<file path="src/rtl/servant_rst_seq.sv">
// Reset sequencer: waits for (synchronised) PLL lock, stretches reset,
// then releases each reset domain in turn, bit 0 first.
module servant_rst_seq #(
   parameter int    NUM_RST     = 2,
   parameter int    STRETCH     = 16,
   parameter int    STAGGER     = 4,
   parameter int    SYNC_STAGES = 2,
   parameter string PLL         = "NONE"
) (
   input  logic               i_clk,
   input  logic               i_rst,
   input  logic               i_locked,
   input  logic               i_sw_rst,
   output logic [NUM_RST-1:0] o_rst,
   output logic               o_ready
);

   localparam int LAST = (NUM_RST - 1) * STAGGER;
   localparam int CMAX = (STRETCH > LAST + 1) ? STRETCH : LAST + 1;
   localparam int CW   = $clog2(CMAX + 1);

   localparam logic [CW-1:0] STR_END = CW'(STRETCH - 1);
   localparam logic [CW-1:0] REL_END = CW'(LAST);
   localparam bit            USE_PLL = (PLL != "NONE");

   typedef enum logic [1:0] {
      S_WAIT_LOCK,
      S_STRETCH,
      S_RELEASE,
      S_RUN
   } state_t;

   state_t                 state;
   logic [CW-1:0]          cnt;
   logic [SYNC_STAGES-1:0] sync_q;
   logic                   lock_in;
   logic                   lock_s;

   // Without a PLL the tied-high input makes this the reset-release synchroniser
   assign lock_in = USE_PLL ? i_locked : 1'b1;
   assign lock_s  = sync_q[SYNC_STAGES-1];

   always_ff @(posedge i_clk or posedge i_rst) begin
      if (i_rst) begin
         sync_q <= '0;
      end else begin
         sync_q <= {sync_q[SYNC_STAGES-2:0], lock_in};
      end
   end

   // Bits whose release falls on counter value c
   function automatic logic [NUM_RST-1:0] rel_mask(input logic [CW-1:0] c);
      logic [NUM_RST-1:0] m;
      m = '0;
      for (int k = 0; k < NUM_RST; k++) begin
         m[k] = (k * STAGGER == int'(c));
      end
      return m;
   endfunction

   always_ff @(posedge i_clk or posedge i_rst) begin
      if (i_rst) begin
         state   <= S_WAIT_LOCK;
         cnt     <= '0;
         o_rst   <= '1;
         o_ready <= 1'b0;
      end else begin
         unique case (state)
            S_WAIT_LOCK: begin
               if (lock_s) begin
                  state <= S_STRETCH;
                  cnt   <= '0;
               end
            end
            S_STRETCH: begin
               if (!lock_s) begin
                  state <= S_WAIT_LOCK;
                  cnt   <= '0;
               end else if (i_sw_rst) begin
                  cnt <= '0;
               end else if (cnt == STR_END) begin
                  state <= S_RELEASE;
                  cnt   <= '0;
                  o_rst <= o_rst & ~rel_mask('0);
               end else begin
                  cnt <= cnt + 1'b1;
               end
            end
            S_RELEASE: begin
               if (!lock_s) begin
                  state <= S_WAIT_LOCK;
                  cnt   <= '0;
                  o_rst <= '1;
               end else if (i_sw_rst) begin
                  state <= S_STRETCH;
                  cnt   <= '0;
                  o_rst <= '1;
               end else if (cnt == REL_END) begin
                  state   <= S_RUN;
                  o_ready <= 1'b1;
               end else begin
                  cnt   <= cnt + 1'b1;
                  o_rst <= o_rst & ~rel_mask(cnt + 1'b1);
               end
            end
            S_RUN: begin
               if (!lock_s) begin
                  state   <= S_WAIT_LOCK;
                  cnt     <= '0;
                  o_rst   <= '1;
                  o_ready <= 1'b0;
               end else if (i_sw_rst) begin
                  state   <= S_STRETCH;
                  cnt     <= '0;
                  o_rst   <= '1;
                  o_ready <= 1'b0;
               end
            end
            default: begin
               state   <= S_WAIT_LOCK;
               cnt     <= '0;
               o_rst   <= '1;
               o_ready <= 1'b0;
            end
         endcase
      end
   end

endmodule

</file>
<file path="config.mk">
export PLATFORM = sky130hd
export DESIGN_NAME = servant_rst_seq
export DESIGN_NICKNAME = d
export VERILOG_FILES = /design/src/rtl/servant_rst_seq.sv
export SDC_FILE = /design/constraint.sdc
export NUM_CORES = 1
export LEC_CHECK = 0
export CORE_MARGIN = 2
export CORE_UTILIZATION = 50
export CTS_CLUSTER_SIZE = 28
export DETAILED_ROUTE_END_ITERATION = 8
export PLACE_DENSITY = 0.7
export SLEW_MARGIN = 20
export SYNTH_ARGS = -nofsm -noshare
export SYNTH_HDL_FRONTEND = slang
export SYNTH_SLANG_ARGS = --single-unit
</file>
<file path="constraint.sdc">
create_clock -name i_clk -period 3.4 [get_ports i_clk]
set_input_delay 0.85 -clock i_clk [delete_from_list [all_inputs] [get_ports i_clk]]
set_output_delay 0.85 -clock i_clk [all_outputs]
set_load 0.01 [all_outputs]
</file>
==> flow_summary.json, run 1 <==
{
  "cts-resized-gates": 0,
  "nets": 113,
  "wl_met3_um": 34,
  "criticalPathCategory": "flip-flop to output port",
  "final-hold-violation-count": 0,
  "synth_edf_count": 0,
  "grt_max_degree": 13,
  "syn2layout_area_growth_pct": 11.1,
  "io_buffers": 5,
  "required_ns": 2.55,
  "core_sq_um": 1710,
  "synth_ff_type": "dfrtp_1",
  "cts_tree": "built",
  "cts.reportedPaths.clkPinSlew_ns": 0.08,
  "start_util_pct": 52.2,
  "die_x_um": 46.2,
  "wl_per_cell_um": 13.1,
  "rr_worst_depth": 8,
  "drt-initial-drc-count": 5,
  "finalSetupViolations": 0,
  "cts_sinks": 12,
  "track_usage_pct": 17.5,
  "hpwl_um": 1230,
  "start_kind": "flip-flop",
  "post-cts-setup-buffers": 0,
  "max_cap_viol_count": 0,
  "crit_start": "o_rst[0]$_DFFE_PP1P_",
  "r2r-end": "cnt[2]$_DFFE_PP0P_",
  "yosysSeqAreaShare_pct": 34.0,
  "yosysWarnings": 0,
  "antenna_found_initial": 0,
  "gr-total-overflow": 0,
  "crit_arrival_ns": 1.34,
  "holdWs_ns": 0.371,
  "drt_wl_total_um": 1620,
  "final_util_pct": 57.9,
  "path_cells": "clkdlybuf4s50_1",
  "met2_length_um": 791,
  "critPathMaxFanout": 2,
  "critPathMaxStageDelay_ns": 0.53,
  "skew_ns": 0.00398,
  "multiInputGateArea_sq_um": 524,
  "grt_pass1_wl_um": 2620,
  "drive_above_1_share_pct": 13.3,
  "post_dp_cell_area_sq_um": 953,
  "syn-num-nets": 105,
  "hold_path_class": "flip-flop to flip-flop",
  "crit_path_end": "o_rst[0]",
  "vias": 664,
  "cts_hold_buf": 0,
  "wl_met1_um": 765,
  "regArea_sq_um": 303,
  "drc_errors": 0,
  "die-area_sq_um": 2140,
  "yosysUniqueCellTypes": 40,
  "path_delay_family": "flip-flops",
  "synth_area_per_cell_sq_um": 9.79,
  "critPathSlowestCell": "dfstp_2",
  "r2r-start": "cnt[0]$_DFFE_PP0P_",
  "crit_path_end_kind": "output port",
  "rsz0062_at_grt": "no",
  "p_leak_uw": 0.000476,
  "h-tree-depth": 1,
  "final_max_slew_viol_count": 0,
  "clk_latency_ns": 0.28,
  "place_congestion": 0.736,
  "rows": 15,
  "pin_count": 7,
  "syn_area_sq_um": 891,
  "period_share_pct": 64.3,
  "final_cell_mix": "12 x inv_1, 10 x ha_1, 10 x dfrtp_1",
  "cts_max_path_buffers": 2,
  "drt-pass1-iter-count": 4,
  "fmax_ghz": 0.457,
  "die_y_um": 46.2,
  "top_layer": "met4",
  "fin_setup_tns_ns": 0,
  "peakVddDrop_mv": 0.415,
  "layout_min_cycle_time_ns": 2.19,
  "ant_nets": 0,
  "power_density_nw_per_um2": 550,
  "cp.depth": 1,
  "ys_async_sr_fraction_pct": 100,
  "fill_cells": 163,
  "reg2reg_slack_ns": 1.48,
  "vias_per_cell": 5.40,
  "status": "completed",
  "n_antenna_cell": 0,
  "design_area_sq_um": 990,
  "clockRootBuffer": "clkbuf_4",
  "final_common_cell": "inv_1",
  "cts_made_buffers": 3,
  "syn_inst": 91,
  "worst-path-buf-inv": 1,
  "ys_seq_elements": 12,
  "first_global_vias": 620
}
==> synthesized netlist by cell type (all sizes together) (2+ instances only) <==
| cell | instances | area share [%] |
|---|---|---|
| nand3 | 3 | 1.7 |
| inv | 12 | 5.1 |
| a31oi | 2 | 1.4 |
| nand2 | 5 | 2.4 |
| mux2i | 3 | 3.4 |
| o21ai | 5 | 3.2 |
| nand3b | 2 | 1.7 |
| buf | 2 | 2.1 |
| nor2 | 5 | 2.1 |
| nand2b | 2 | 1.4 |
| dfrtp | 10 | 28 |
| ha | 10 | 14 |
| a21oi | 3 | 2.9 |
| nor2b | 3 | 2.9 |
| dfstp | 2 | 5.9 |
| nor3b | 2 | 2.8 |
| or3b | 2 | 2.0 |
| o211ai | 2 | 1.7 |
==> stage by stage <==
stage / power [uW] / worst slack [ns] / std cells
2_1_floorplan: 375 / 1.67 / 91
3_3_place_gp: 426 / 1.09 / 119
3_5_place_dp: 433 / 1.07 / 119
4_1_cts: 552 / 1.20 / 123
5_1_grt: 591 / 1.18 / 123
6_report: 545 / 1.21 / 123
==> cell type report <==
| cell class | instances | area share, % |
|---|---|---|
| Timing Repair Buffer | 5 | 5.06 |
| Clock buffer | 4 | 3.67 |
| Tap cell | 25 | 3.16 |
| Multi-Input combinational cell | 65 | 53.0 |
| Sequential cell | 12 | 30.6 |
| Inverter | 12 | 4.55 |
==> power breakdown <==
part,switching (uW),internal [uW]
Sequential,19.1,168
Clock,51.3,65.2
Combinational,139,102
==> worst min path at each step <==
| stage | start | endpoint | slack [ns] | cells after the start |
|---|---|---|---|---|
| 5_1_grt | sync_q[0]$_DFF_PP0_ | sync_q[1]$_DFF_PP0_ | 0.39 | 0 |
| 3_3_place_gp | sync_q[0]$_DFF_PP0_ | sync_q[1]$_DFF_PP0_ | 0.34 | 0 |
| 2_1_floorplan | sync_q[0]$_DFF_PP0_ | sync_q[1]$_DFF_PP0_ | 0.33 | 0 |
| 4_1_cts | sync_q[0]$_DFF_PP0_ | sync_q[1]$_DFF_PP0_ | 0.38 | 0 |
| 6_report | sync_q[0]$_DFF_PP0_ | sync_q[1]$_DFF_PP0_ | 0.37 | 0 |
| 3_5_place_dp | sync_q[0]$_DFF_PP0_ | sync_q[1]$_DFF_PP0_ | 0.35 | 0 |
==> flip-flops by register name, summed over array words and instances, names as in the netlist <==
name and flops:
cnt 5, o_rst 2, state 2, sync_q 2, o_ready 1
==> logic make-up after synthesis <==
logic type               after synthesis  share of synthesized area, %
AND/OR/NAND/NOR                       29                          21.9
AO/OA/AOI/OAI                         20                          16.9
buffers and inverters                 14                          7.16
flip-flops                            12                          34.0
adder cells (fa/ha/maj)               10                          14.0
multiplexers                           4                          4.63
other                                  1                         0.421
XOR/XNOR                               1                         0.983
==> metal layers <==
layer	global-route usage, %	vias to the layer above
met4	8.57	0
met2	30.0	13
met5	0	-
li1	-	329
met1	21.2	318
met3	2.35	4
Note: power is estimated with default switching activity, not from simulation.
==> inputs of run 2 (changes only) <==
--- a/config.mk
+++ b/config.mk
@@ -9,7 +9,7 @@
 export CORE_UTILIZATION = 50
 export CTS_CLUSTER_SIZE = 28
 export DETAILED_ROUTE_END_ITERATION = 8
-export PLACE_DENSITY = 0.7
+export PLACE_DENSITY = 0.73
 export SLEW_MARGIN = 20
 export SYNTH_ARGS = -nofsm -noshare
 export SYNTH_HDL_FRONTEND = slang
==> constraint.sdc (replaced) <==
create_clock -name i_clk -period 1.91 [get_ports i_clk]
set_input_delay 0.4775 -clock i_clk [delete_from_list [all_inputs] [get_ports i_clk]]
set_output_delay 0.4775 -clock i_clk [all_outputs]
set_load 0.01 [all_outputs]
==> flow_summary.json, run 2 (synthesized netlist as in run 1, its figures left out) <==
{
  "status": "completed",
  "largest_register_ffs": 5,
  "cts_tree": "built",
  "sequentialPowerShare_pct": 32.2,
  "wl_per_cell_um": 12.3,
  "io_buffers": 5,
  "drt-pass1-iter-count": 2,
  "finalSetupViolations": 0,
  "clockRootBuffer": "clkbuf_4",
  "skew_ns": 0.0150,
  "cts.reportedPaths.clkPinSlew_ns": 0.09,
  "drt_wl_total_um": 1580,
  "grt_max_degree": 13,
  "hold_path_class": "flip-flop to flip-flop",
  "syn2layout_area_growth_pct": 16.2,
  "drive_above_1_share_pct": 18.3,
  "drc_errors": 0,
  "path_cells": "clkdlybuf4s50_1",
  "final_cell_mix": "12 x inv_1, 10 x ha_1, 10 x dfrtp_1",
  "fmax_ghz": 0.549,
  "worst-path-buf-inv": 1,
  "fin_cells": 129,
  "nets": 119,
  "start_util_pct": 52.2,
  "core_sq_um": 1710,
  "power_uw": 1010,
  "cts_made_buffers": 3,
  "criticalPathCategory": "flip-flop to output port",
  "cts_hold_buf": 0,
  "critPathMaxStageDelay_ns": 0.54,
  "clk_latency_ns": 0.28,
  "crit_arrival_ns": 1.34,
  "final_max_slew_viol_count": 0,
  "period_share_pct": 95.3,
  "cts_sinks": 12,
  "placed_cells": 125,
  "grt_pass1_wl_um": 2750,
  "die-area_sq_um": 2140,
  "ant_nets": 0,
  "n_antenna_cell": 0,
  "final-hold-violation-count": 0,
  "final_common_cell": "inv_1",
  "place_congestion": 0.838,
  "die_x_um": 46.2,
  "drt-initial-drc-count": 8,
  "fin_ws_ns": 0.0893,
  "path_delay_family": "flip-flops",
  "place_ws_ns": 0.0445,
  "required_ns": 1.43,
  "antenna_found_initial": 0,
  "h-tree-depth": 1,
  "vias": 676,
  "regMostFlops": "cnt",
  "vias_per_cell": 5.24,
  "switching_power_uw": 383,
  "switching_share_pct": 38.0,
  "power_density_nw_per_um2": 973,
  "p_leak_uw": 0.000507,
  "rsz0062_at_grt": "no",
  "cts-resized-gates": 0,
  "power_frac_comb_pct": 47.4,
  "first_global_vias": 634,
  "die_y_um": 46.2,
  "start_kind": "flip-flop",
  "critPathMaxFanout": 2,
  "pwr-share-clk_pct": 20.3,
  "layout_min_cycle_time_ns": 1.82,
  "p_int_uw": 625,
  "fin_setup_tns_ns": 0,
  "max_cap_viol_count": 0,
  "track_usage_pct": 18.0,
  "pin_count": 7,
  "cts_max_path_buffers": 2,
  "post-cts-setup-buffers": 0,
  "peakVddDrop_mv": 0.541,
  "critPathSlowestCell": "dfstp_2",
  "crit_path_end_kind": "output port",
  "gr-total-overflow": 0,
  "rows": 15,
  "holdWs_ns": 0.362,
  "hpwl_um": 1260
}
run 2: final cells by class:
class | instances | area, sq um
clock buffer | 4 | 36.3
fill | 146 | 673
inverter | 12 | 45.0
multi-input combinational | 65 | 524
sequential | 12 | 303
tap | 25 | 31.3
timing repair buffer | 11 | 95.1
run 2: metal layers:
metal	global-route usage, %	up-vias	wire [um]
met1	21.5	320	754
met5	0	-	0
met2	32.2	7	785
li1	-	347	-
met3	5.88	2	39
met4	1.71	0	6
run 2: final timing paths:
| kind | from | endpoint | slack (ns) | cells past startpoint |
|---|---|---|---|---|
| max | o_rst[1]$_DFFE_PP1P_ | o_rst[1] | 0.09 | 1 |
| min | sync_q[0]$_DFF_PP0_ | sync_q[1]$_DFF_PP0_ | 0.36 | 0 |
| max reg2reg | cnt[0]$_DFFE_PP0P_ | cnt[2]$_DFFE_PP0P_ | 0.15 | 8 |
| min reg2reg | sync_q[0]$_DFF_PP0_ | sync_q[1]$_DFF_PP0_ | 0.36 | 0 |
| max in group asynchronous | i_rst | o_rst[1]$_DFFE_PP1P_ | 1.07 | 2 |
| min in group asynchronous | i_rst | cnt[4]$_DFFE_PP0P_ | 0.50 | 2 |
run 2: power groups by stage:
stage | registers (uW) | clock network (uW) | logic, uW
detailed placement | 330 | 0 | 477
finish | 324 | 205 | 478
floorplan | 336 | 0 | 330
global placement | 327 | 0 | 467
CTS | 325 | 211 | 478
global route | 331 | 223 | 540
run 2: per-stage QoR:
stage / cell area (sq um) / util (%)
final: 1030 / 60.6
after global routing: 1030 / 60.6
after CTS: 1030 / 60.6
after detailed placement: 998 / 58.5
after global placement: 998 / 58.5
after floorplan: 891 / -
